[src/rtl/bp_dstate_sched.sv]
// bp_dstate_sched: backprop dstate scheduler sweeping cell slots per timestep, newest timestep first; define BP_DSTATE_SCHED_STALL_EN to honour i_stall
module bp_dstate_sched #(
   parameter int NUM_CELL   = 8,
   parameter int DELTA_TIME = 12,
   parameter int DELAY      = 20,
   parameter int TIMESTEP   = 4,
   parameter int CNT_WIDTH  = 12
) (
   input  logic                 clk,
   input  logic                 rst,
   input  logic                 i_start,
   input  logic                 i_stall,
   output logic                 o_busy,
   output logic                 o_gen_en,
   output logic                 o_wr_en,
   output logic [CNT_WIDTH-1:0] o_cell,
   output logic [CNT_WIDTH-1:0] o_tstep,
   output logic                 o_first,
   output logic                 o_done
);
   typedef enum logic [1:0] {IDLE, CALC, DRAIN, DONE} state_t;
   localparam logic [CNT_WIDTH-1:0] SLOT_LAST  = CNT_WIDTH'(DELTA_TIME - 1);
   localparam logic [CNT_WIDTH-1:0] CELL_LAST  = CNT_WIDTH'(NUM_CELL - 1);
   localparam logic [CNT_WIDTH-1:0] DRAIN_LAST = CNT_WIDTH'(DELAY - 1);
   localparam logic [CNT_WIDTH-1:0] TSTEP_LAST = CNT_WIDTH'(TIMESTEP - 1);
   state_t               state, n_state;
   logic [CNT_WIDTH-1:0] cnt, n_cnt, n_cell, n_tstep;
   logic                 gen_q, wr_q, hold, n_active;
`ifdef BP_DSTATE_SCHED_STALL_EN
   assign hold = i_stall && (state == CALC || state == DRAIN);
`else
   logic stall_unused;
   assign stall_unused = i_stall;
   assign hold = 1'b0;
`endif
   assign n_active = n_state == CALC || n_state == DRAIN;
   // a stall freezes everything by simply keeping the current values
   always_comb begin
      n_state = state;
      n_cnt   = cnt;
      n_cell  = o_cell;
      n_tstep = o_tstep;
      if (!hold)
         case (state)
            IDLE: if (i_start) begin
               n_state = CALC;
               n_cnt   = '0;
               n_cell  = '0;
               n_tstep = TSTEP_LAST;
            end
            CALC: if (cnt == SLOT_LAST) begin
               n_cnt   = '0;
               n_cell  = (o_cell == CELL_LAST) ? '0 : o_cell + 1'b1;
               n_state = (o_cell == CELL_LAST) ? DRAIN : CALC;
            end else
               n_cnt = cnt + 1'b1;
            DRAIN: if (cnt == DRAIN_LAST) begin
               n_cnt   = '0;
               n_state = (o_tstep == '0) ? DONE : CALC;
               n_tstep = (o_tstep == '0) ? o_tstep : o_tstep - 1'b1;
            end else
               n_cnt = cnt + 1'b1;
            default: n_state = IDLE;
         endcase
   end
   // outputs are registered from next-state values so they line up with the state they describe
   always_ff @(posedge clk or negedge rst)
      if (!rst) begin
         state   <= IDLE;
         cnt     <= '0;
         o_cell  <= '0;
         o_tstep <= '0;
         o_busy  <= 1'b0;
         gen_q   <= 1'b0;
         wr_q    <= 1'b0;
         o_done  <= 1'b0;
         o_first <= 1'b0;
      end else begin
         state   <= n_state;
         cnt     <= n_cnt;
         o_cell  <= n_cell;
         o_tstep <= n_tstep;
         o_busy  <= n_state != IDLE;
         gen_q   <= n_active;
         wr_q    <= n_state == CALC && n_cnt == SLOT_LAST;
         o_done  <= n_state == DONE;
         o_first <= n_active && n_tstep == TSTEP_LAST;
      end
   assign o_gen_en = gen_q & ~hold;
   assign o_wr_en  = wr_q & ~hold;
endmodule

[config.mk]
export PLATFORM = sky130hd
export DESIGN_NAME = bp_dstate_sched
export DESIGN_NICKNAME = d
export VERILOG_FILES = /design/src/rtl/bp_dstate_sched.sv
export SDC_FILE = /design/constraint.sdc
export NUM_CORES = 1
export LEC_CHECK = 0
export CORE_MARGIN = 5
export CORE_UTILIZATION = 59
export DETAILED_ROUTE_END_ITERATION = 10
export MAX_ROUTING_LAYER = met4
export PLACE_DENSITY = 0.85
export SKIP_CTS_REPAIR_TIMING = 1
export SLEW_MARGIN = 25
export SYNTH_ARGS = -nofsm -noshare
export SYNTH_HDL_FRONTEND = slang
export SYNTH_SLANG_ARGS = --single-unit
[constraint.sdc]
create_clock -name clk -period 5.5 [get_ports clk]
set_input_delay 0.825 -clock clk [delete_from_list [all_inputs] [get_ports clk]]
set_output_delay 0.825 -clock clk [all_outputs]
set_load 0.01 [all_outputs]
==> flow_summary.ini, run 1 <==
[detailed_routing]
wl_per_cell_um = 16.5
detail_route.vias_per_cell = 6.52
drc_marker_count_from_the_first_detailed_route_iteration = 153
drtAntennaViolNets = 0
wirelength_mm = 5.93
via_count = 2347
drc = 0
detail_route.first_pass.iterations = 5

[die]
fp.dieH_um = 75.3
chipWidth_um = 75.3
design.portCount = 33
floorplan.initialDensity_pct = 61.9
floorplan.die_area_um2 = 5660
core_region_area_um2 = 4060
std_cell_rows = 23

[sta]
timing.final.crit_share_pct = 71.0
setup_ws_ns = 1.60
worst_pin_slew_ns = 0.738
hold-worst-slack_ns = 0.509
skew_ns = 0.00652
slew-limit-headroom_pct = 50.7
rsz0062_at_grt = false
maxSlewViolCount = 0
period_needed_ns = 3.90
timing.fmax_mhz = 256
tns_ns = 0
final-hold-violation-count = 0
setup-violations-final = 0

[finish]
number_of_filler_instances_in_the_final_layout = 318
final_common_cell = sky130_fd_sc_hd__dfrtp_1
design.final.nets = 319
layout_common_cells = 43 x sky130_fd_sc_hd__dfrtp_1, 37 x sky130_fd_sc_hd__nand2_1, 30 x sky130_fd_sc_hd__clkdlybuf4s50_1, 20 x sky130_fd_sc_hd__o21ai_0, 14 x sky130_fd_sc_hd__a21oi_1
num_antenna_cells = 0
design_area_um2 = 2960
flow.area_growth_from_synthesis_pct = 17.6
drive_gt1_share_pct = 6.77

[global_routing]
grt_first_pass_wirelength_mm = 10.1
grt-ovfl-total = 0
grt_antenna_before_repair = 0
grt_max_degree = 44
via_count_of_the_first_global_routing_pass = 2194
grt_util_all_layers_pct = 24.1

[place]
detailedPlacementHpwl_mm = 4.28
port-buffer-count = 31
gpl.final_weighted_congestion = 0.876
place_ws_ns = 1.61
place_area_um2 = 2850

[cts]
clock_latency_ns = 0.30
clock-root-buffer = sky130_fd_sc_hd__clkbuf_8
clock_sinks = 43
cts_tree = done
post_cts_clock_slew_at_the_launch_and_capture_registers_of_the_worst_setup_and_hold_paths_ns = 0.08
cts_max_level = 2
max-clock-path-buffers = 2
inserted_clock_buffers = 5

[yosys]
postSynthRegisterBits = 43
number_of_synthesized_flops_with_an_enable_pin = 0
synth.top_cells.by_area = sky130_fd_sc_hd__dfrtp_1 43%, sky130_fd_sc_hd__nand2_1 5.5%, sky130_fd_sc_hd__o21ai_0 4.0%
synthesis.area_per_instance_um2 = 8.97
ys_seq_area_share_pct = 42.8
post_synth_arst_share_pct = 100
share_of_the_synthesized_area_in_the_top_cell_type_pct = 42.8
synthesis.nets = 290
ys.flop_type = sky130_fd_sc_hd__dfrtp_1
netlist_instances = 280
syn-cell-area_um2 = 2510
yosys_warnings = 0
synth_area_leader_cell = sky130_fd_sc_hd__dfrtp_1
yosysUniqueCellTypes = 54

[power_and_ir_drop]
p_switching_uw = 112
share_seq_of_total_power_pct = 58.1
power_per_cell_area_nw_per_um2 = 185
clockPowerShare_pct = 40.0
cellInternalPower_uw = 434
netSwitchingFraction_pct = 20.5
post-layout-total-power_uw = 546
static-leakage-power_nw = 1.22
ir_drop_mv = 0.132
comb_power_share_pct = 1.9

[setup_path]
critical_r2r_capture = o_first
required_ns = 5.71
critPathMaxFanout = 7
timing.critical_path.arrival_ns = 4.11
critical_path.reg2reg.startpoint = cnt[0]
cp-start-kind = flop
endpoint = o_first
worst-r2r-setup-slack_ns = 1.60
timing.critical_path.from = cnt[0]
path_class = reg2reg
critPathCaptureType = flop
r2r_cells = 10

[run]
max_cap_violations = 0

[status]
outcome = finished clean

[hold_path]
worstHoldPathType = in2async
## stage by stage
step,std cells,util (%)
2_1_floorplan,280,-
3_3_place_gp,352,70.2
3_5_place_dp,352,70.2
4_1_cts,360,72.6
5_1_grt,360,72.8
6_report,360,72.8
## synthesized netlist by cell type (2+ instances only)
| master | number |
|---|---|
| sky130_fd_sc_hd__o211ai_1 | 2 |
| sky130_fd_sc_hd__o31ai_1 | 4 |
| sky130_fd_sc_hd__o22ai_1 | 2 |
| sky130_fd_sc_hd__nor4_2 | 2 |
| sky130_fd_sc_hd__or4_4 | 2 |
| sky130_fd_sc_hd__nor4_1 | 7 |
| sky130_fd_sc_hd__xnor2_1 | 4 |
| sky130_fd_sc_hd__inv_1 | 8 |
| sky130_fd_sc_hd__a211o_1 | 2 |
| sky130_fd_sc_hd__or4_1 | 4 |
| sky130_fd_sc_hd__xor2_1 | 3 |
| sky130_fd_sc_hd__dfrtp_1 | 43 |
| sky130_fd_sc_hd__nor3_1 | 12 |
| sky130_fd_sc_hd__a31oi_1 | 7 |
| sky130_fd_sc_hd__nand2_1 | 37 |
| sky130_fd_sc_hd__a21o_1 | 3 |
| sky130_fd_sc_hd__nor4b_1 | 2 |
| sky130_fd_sc_hd__and2_1 | 4 |
| sky130_fd_sc_hd__nand2b_1 | 6 |
| sky130_fd_sc_hd__a21oi_1 | 14 |
| sky130_fd_sc_hd__nor3b_1 | 2 |
| sky130_fd_sc_hd__nand3_1 | 13 |
| sky130_fd_sc_hd__a22o_1 | 4 |
| sky130_fd_sc_hd__or2_2 | 2 |
| sky130_fd_sc_hd__and3_1 | 6 |
| sky130_fd_sc_hd__nand4_1 | 8 |
| sky130_fd_sc_hd__nand4b_1 | 2 |
| sky130_fd_sc_hd__nor2_1 | 13 |
| sky130_fd_sc_hd__clkbuf_1 | 9 |
| sky130_fd_sc_hd__nor2b_1 | 4 |
| sky130_fd_sc_hd__o41ai_1 | 2 |
| sky130_fd_sc_hd__ha_1 | 6 |
| sky130_fd_sc_hd__o21ai_0 | 20 |
## how the worst min path moves through the flow
| stage | cells after the start | slack (ns) | startpoint | to |
|---|---|---|---|---|
| 3_3_place_gp | 2 | 0.53 | o_cell[1] | o_cell[1] |
| 3_5_place_dp | 1 | 0.55 | o_cell[5] | o_cell[5] |
| 4_1_cts | 1 | 0.56 | cnt[9] | cnt[9] |
| 2_1_floorplan | 1 | 0.51 | cnt[9] | cnt[9] |
| 6_report | 1 | 0.51 | rst | o_cell[5] |
| 5_1_grt | 1 | 0.55 | rst | o_tstep[0] |
## critical path: stages (launching register included)
cell	delay [ns]
sky130_fd_sc_hd__dfrtp_1	0.45
sky130_fd_sc_hd__ha_1	0.29
sky130_fd_sc_hd__or4b_4	0.53
sky130_fd_sc_hd__or4_4	0.54
sky130_fd_sc_hd__o22ai_1	0.32
sky130_fd_sc_hd__inv_1	0.09
sky130_fd_sc_hd__ha_1	0.30
sky130_fd_sc_hd__inv_1	0.06
sky130_fd_sc_hd__or4b_1	0.51
sky130_fd_sc_hd__or4_1	0.50
sky130_fd_sc_hd__nor4_2	0.22
## cell type report
| type | count | area [um^2] | area share, % |
|---|---|---|---|
| multi-input combinational | 220 | 1380 | 46.7 |
| sequential | 43 | 1080 | 36.4 |
| timing repair buffer | 31 | 308 | 10.4 |
| clock buffer | 8 | 100 | 3.39 |
| tap | 50 | 62.6 | 2.12 |
| inverter | 8 | 30.0 | 1.02 |
## power groups by stage
stage	Sequential (mW)	Clock [mW]	Combinational (mW)
after floorplan	0.323	0	0.00135
after global placement	0.323	0	0.0103
after detailed placement	0.323	0	0.0105
after CTS	0.317	0.224	0.0105
after global routing	0.317	0.239	0.0119
final	0.317	0.219	0.0101
## state kept, by name, indices dropped and copies added, names as in the netlist
register	flops
cnt	12
o_gen_en	1
o_tstep	12
o_first	1
o_cell	12
o_busy	1
o_wr_en	1
state	2
o_done	1
## metal layers
layer  vias up  GRT usage (%)  routed length, um
li1       1114              -                  -
met1      1140           30.0               2510
met2        80           37.8               2900
met3        13           4.54                336
met4         0           11.5                178
met5         -              -                  0
## kinds of logic after synthesis
kind of cell	count (synthesis)	share of synthesized area [%]
flops	43	42.8
fa+ha+maj	6	2.99
compound gates	73	19.0
buf+inv	17	2.54
xor+xnor	7	2.44
mux	1	0.398
simple gates	133	29.8
No activity file was read; power rests on OpenSTA's default activity.
==> run 2: changes to the inputs <==
--- a/config.mk
+++ b/config.mk
@@ -6,10 +6,10 @@
 export NUM_CORES = 1
 export LEC_CHECK = 0
 export CORE_MARGIN = 5
-export CORE_UTILIZATION = 59
+export CORE_UTILIZATION = 50
 export DETAILED_ROUTE_END_ITERATION = 10
 export MAX_ROUTING_LAYER = met4
-export PLACE_DENSITY = 0.85
+export PLACE_DENSITY = 0.76
 export SKIP_CTS_REPAIR_TIMING = 1
 export SLEW_MARGIN = 25
 export SYNTH_ARGS = -nofsm -noshare
==> constraint.sdc (replaced) <==
create_clock -name clk -period 3.3 [get_ports clk]
set_input_delay 0.495 -clock clk [delete_from_list [all_inputs] [get_ports clk]]
set_output_delay 0.495 -clock clk [all_outputs]
set_load 0.01 [all_outputs]
==> flow_summary.ini, run 2 (same netlist as run 1, synthesis figures left out) <==
[sta]
period_needed_ns = 3.35
setup-violations-final = 1
timing.final.crit_share_pct = 102
timing.fmax_mhz = 298
rsz0062_at_grt = true
skew_ns = 0.00943
setup_ws_ns = -0.0536
worst_pin_slew_ns = 0.559
maxSlewViolCount = 0
slew-limit-headroom_pct = 62.4
final-hold-violation-count = 0

[finish]
drive_gt1_share_pct = 16.1
reg.largest.list = cnt x12, o_cell x12, o_tstep x12
flow.area_growth_from_synthesis_pct = 28.6
register_area_um2 = 1080
final_common_cell = sky130_fd_sc_hd__dfrtp_1
area_of_combinational_cells_with_multiple_inputs_um2 = 1430
layout_common_cells = 42 x sky130_fd_sc_hd__dfrtp_1, 37 x sky130_fd_sc_hd__nand2_1, 30 x sky130_fd_sc_hd__clkdlybuf4s50_1, 27 x sky130_fd_sc_hd__buf_4, 20 x sky130_fd_sc_hd__o21ai_0
num_antenna_cells = 0
design.final.nets = 345
number_of_filler_instances_in_the_final_layout = 385

[detailed_routing]
detail_route.vias_per_cell = 5.93
wirelength_mm = 6.36
drc = 0
via_count = 2384
wl_per_cell_um = 15.8
detail_route.first_pass.iterations = 4
drtAntennaViolNets = 0
drc_marker_count_from_the_first_detailed_route_iteration = 152

[die]
floorplan.initialDensity_pct = 52.5
fp.dieH_um = 80.9
design.portCount = 33
chipWidth_um = 80.9
floorplan.die_area_um2 = 6540
std_cell_rows = 25
core_region_area_um2 = 4790

[cts]
clock_sinks = 43
clock_latency_ns = 0.29
post_cts_clock_slew_at_the_launch_and_capture_registers_of_the_worst_setup_and_hold_paths_ns = 0.08
clock-root-buffer = sky130_fd_sc_hd__clkbuf_8
inserted_clock_buffers = 5
cts_tree = done
max-clock-path-buffers = 2
cts_max_level = 2

[setup_path]
cp-start-kind = flop
timing.critical_path.arrival_ns = 3.55
timing.critical_path.from = cnt[1]
required_ns = 3.50
critical_r2r_capture = o_first
critPathMaxFanout = 3
critical_path.reg2reg.startpoint = cnt[1]
worst-r2r-setup-slack_ns = -0.05
path_class = reg2reg
critPathCaptureType = flop
r2r_cells = 10

[global_routing]
via_count_of_the_first_global_routing_pass = 2227
grt_max_degree = 44
grt-ovfl-total = 0
grt_first_pass_wirelength_mm = 10.8
grt_antenna_before_repair = 0
grt_util_all_layers_pct = 21.5

[place]
detailedPlacementHpwl_mm = 4.59
place_ws_ns = -0.0616
port-buffer-count = 31
gpl.final_weighted_congestion = 0.914

[hold_path]
worstHoldPathType = in2async

[status]
violated_checks = negative setup slack
outcome = complete, but fails checks

[run]
max_cap_violations = 0

[power_and_ir_drop]
post-layout-total-power_uw = 944
ir_drop_mv = 0.305
power_per_cell_area_nw_per_um2 = 292
static-leakage-power_nw = 1.35
[run 2: area by class of cell]
| class | count | share of cell area [%] |
|---|---|---|
| sequential | 43 | 33.3 |
| multi-input combinational | 220 | 44.3 |
| tap | 67 | 2.59 |
| clock buffer | 5 | 2.13 |
| clock inverter | 2 | 1.16 |
| timing repair buffer | 57 | 15.6 |
| inverter | 8 | 0.930 |
[run 2: worst max-delay path by stage]
stage | endpoint | slack, ns | cells past startpoint
final | o_first | -0.05 | 10
after floorplan | o_first | -0.03 | 10
after global routing | o_first | -0.20 | 12
after detailed placement | o_first | -0.06 | 10
after CTS | o_first | -0.08 | 10
after global placement | o_first | -0.003 | 10
[run 2: metal layers]
metal,GRT usage (%),wire length [um],up-vias
met5,-,0,-
met4,4.39,44,0
met3,4.32,232,7
met2,31.4,2970,45
met1,30.9,3110,1166
li1,-,-,1166
[run 2: report_power, final]
| group | switching, mW | leakage, nW | internal [mW] |
|---|---|---|---|
| registers | 0.00144 | 0.464 | 0.527 |
| clock network | 0.177 | 0.0502 | 0.221 |
| logic | 0.0126 | 0.832 | 0.00460 |
[run 2: worst max-delay path, cell delays in order (launching register included)]
cell and delay [ns]:
sky130_fd_sc_hd__dfrtp_1 0.40, sky130_fd_sc_hd__ha_4 0.15, sky130_fd_sc_hd__or4b_4 0.49, sky130_fd_sc_hd__or4_4 0.59, sky130_fd_sc_hd__o22ai_4 0.20, sky130_fd_sc_hd__inv_2 0.06
sky130_fd_sc_hd__ha_4 0.27, sky130_fd_sc_hd__inv_2 0.03, sky130_fd_sc_hd__or4b_1 0.49, sky130_fd_sc_hd__or4_4 0.44, sky130_fd_sc_hd__nor4_4 0.15
[run 2: through the flow]
step                instance area (um^2)  utilization (%)  hold slack (ns)  instances  setup TNS (ns)
global placement                    3090             64.6            0.517        395        -0.00305
finish                              3230             67.5            0.185        402         -0.0536
global route                        3230             67.5            0.230        402          -0.203
CTS                                 3200             66.8            0.383        402         -0.0817
floorplan                           2540                -            0.199        280         -0.0273
detailed placement                  3090             64.6            0.528        395         -0.0616
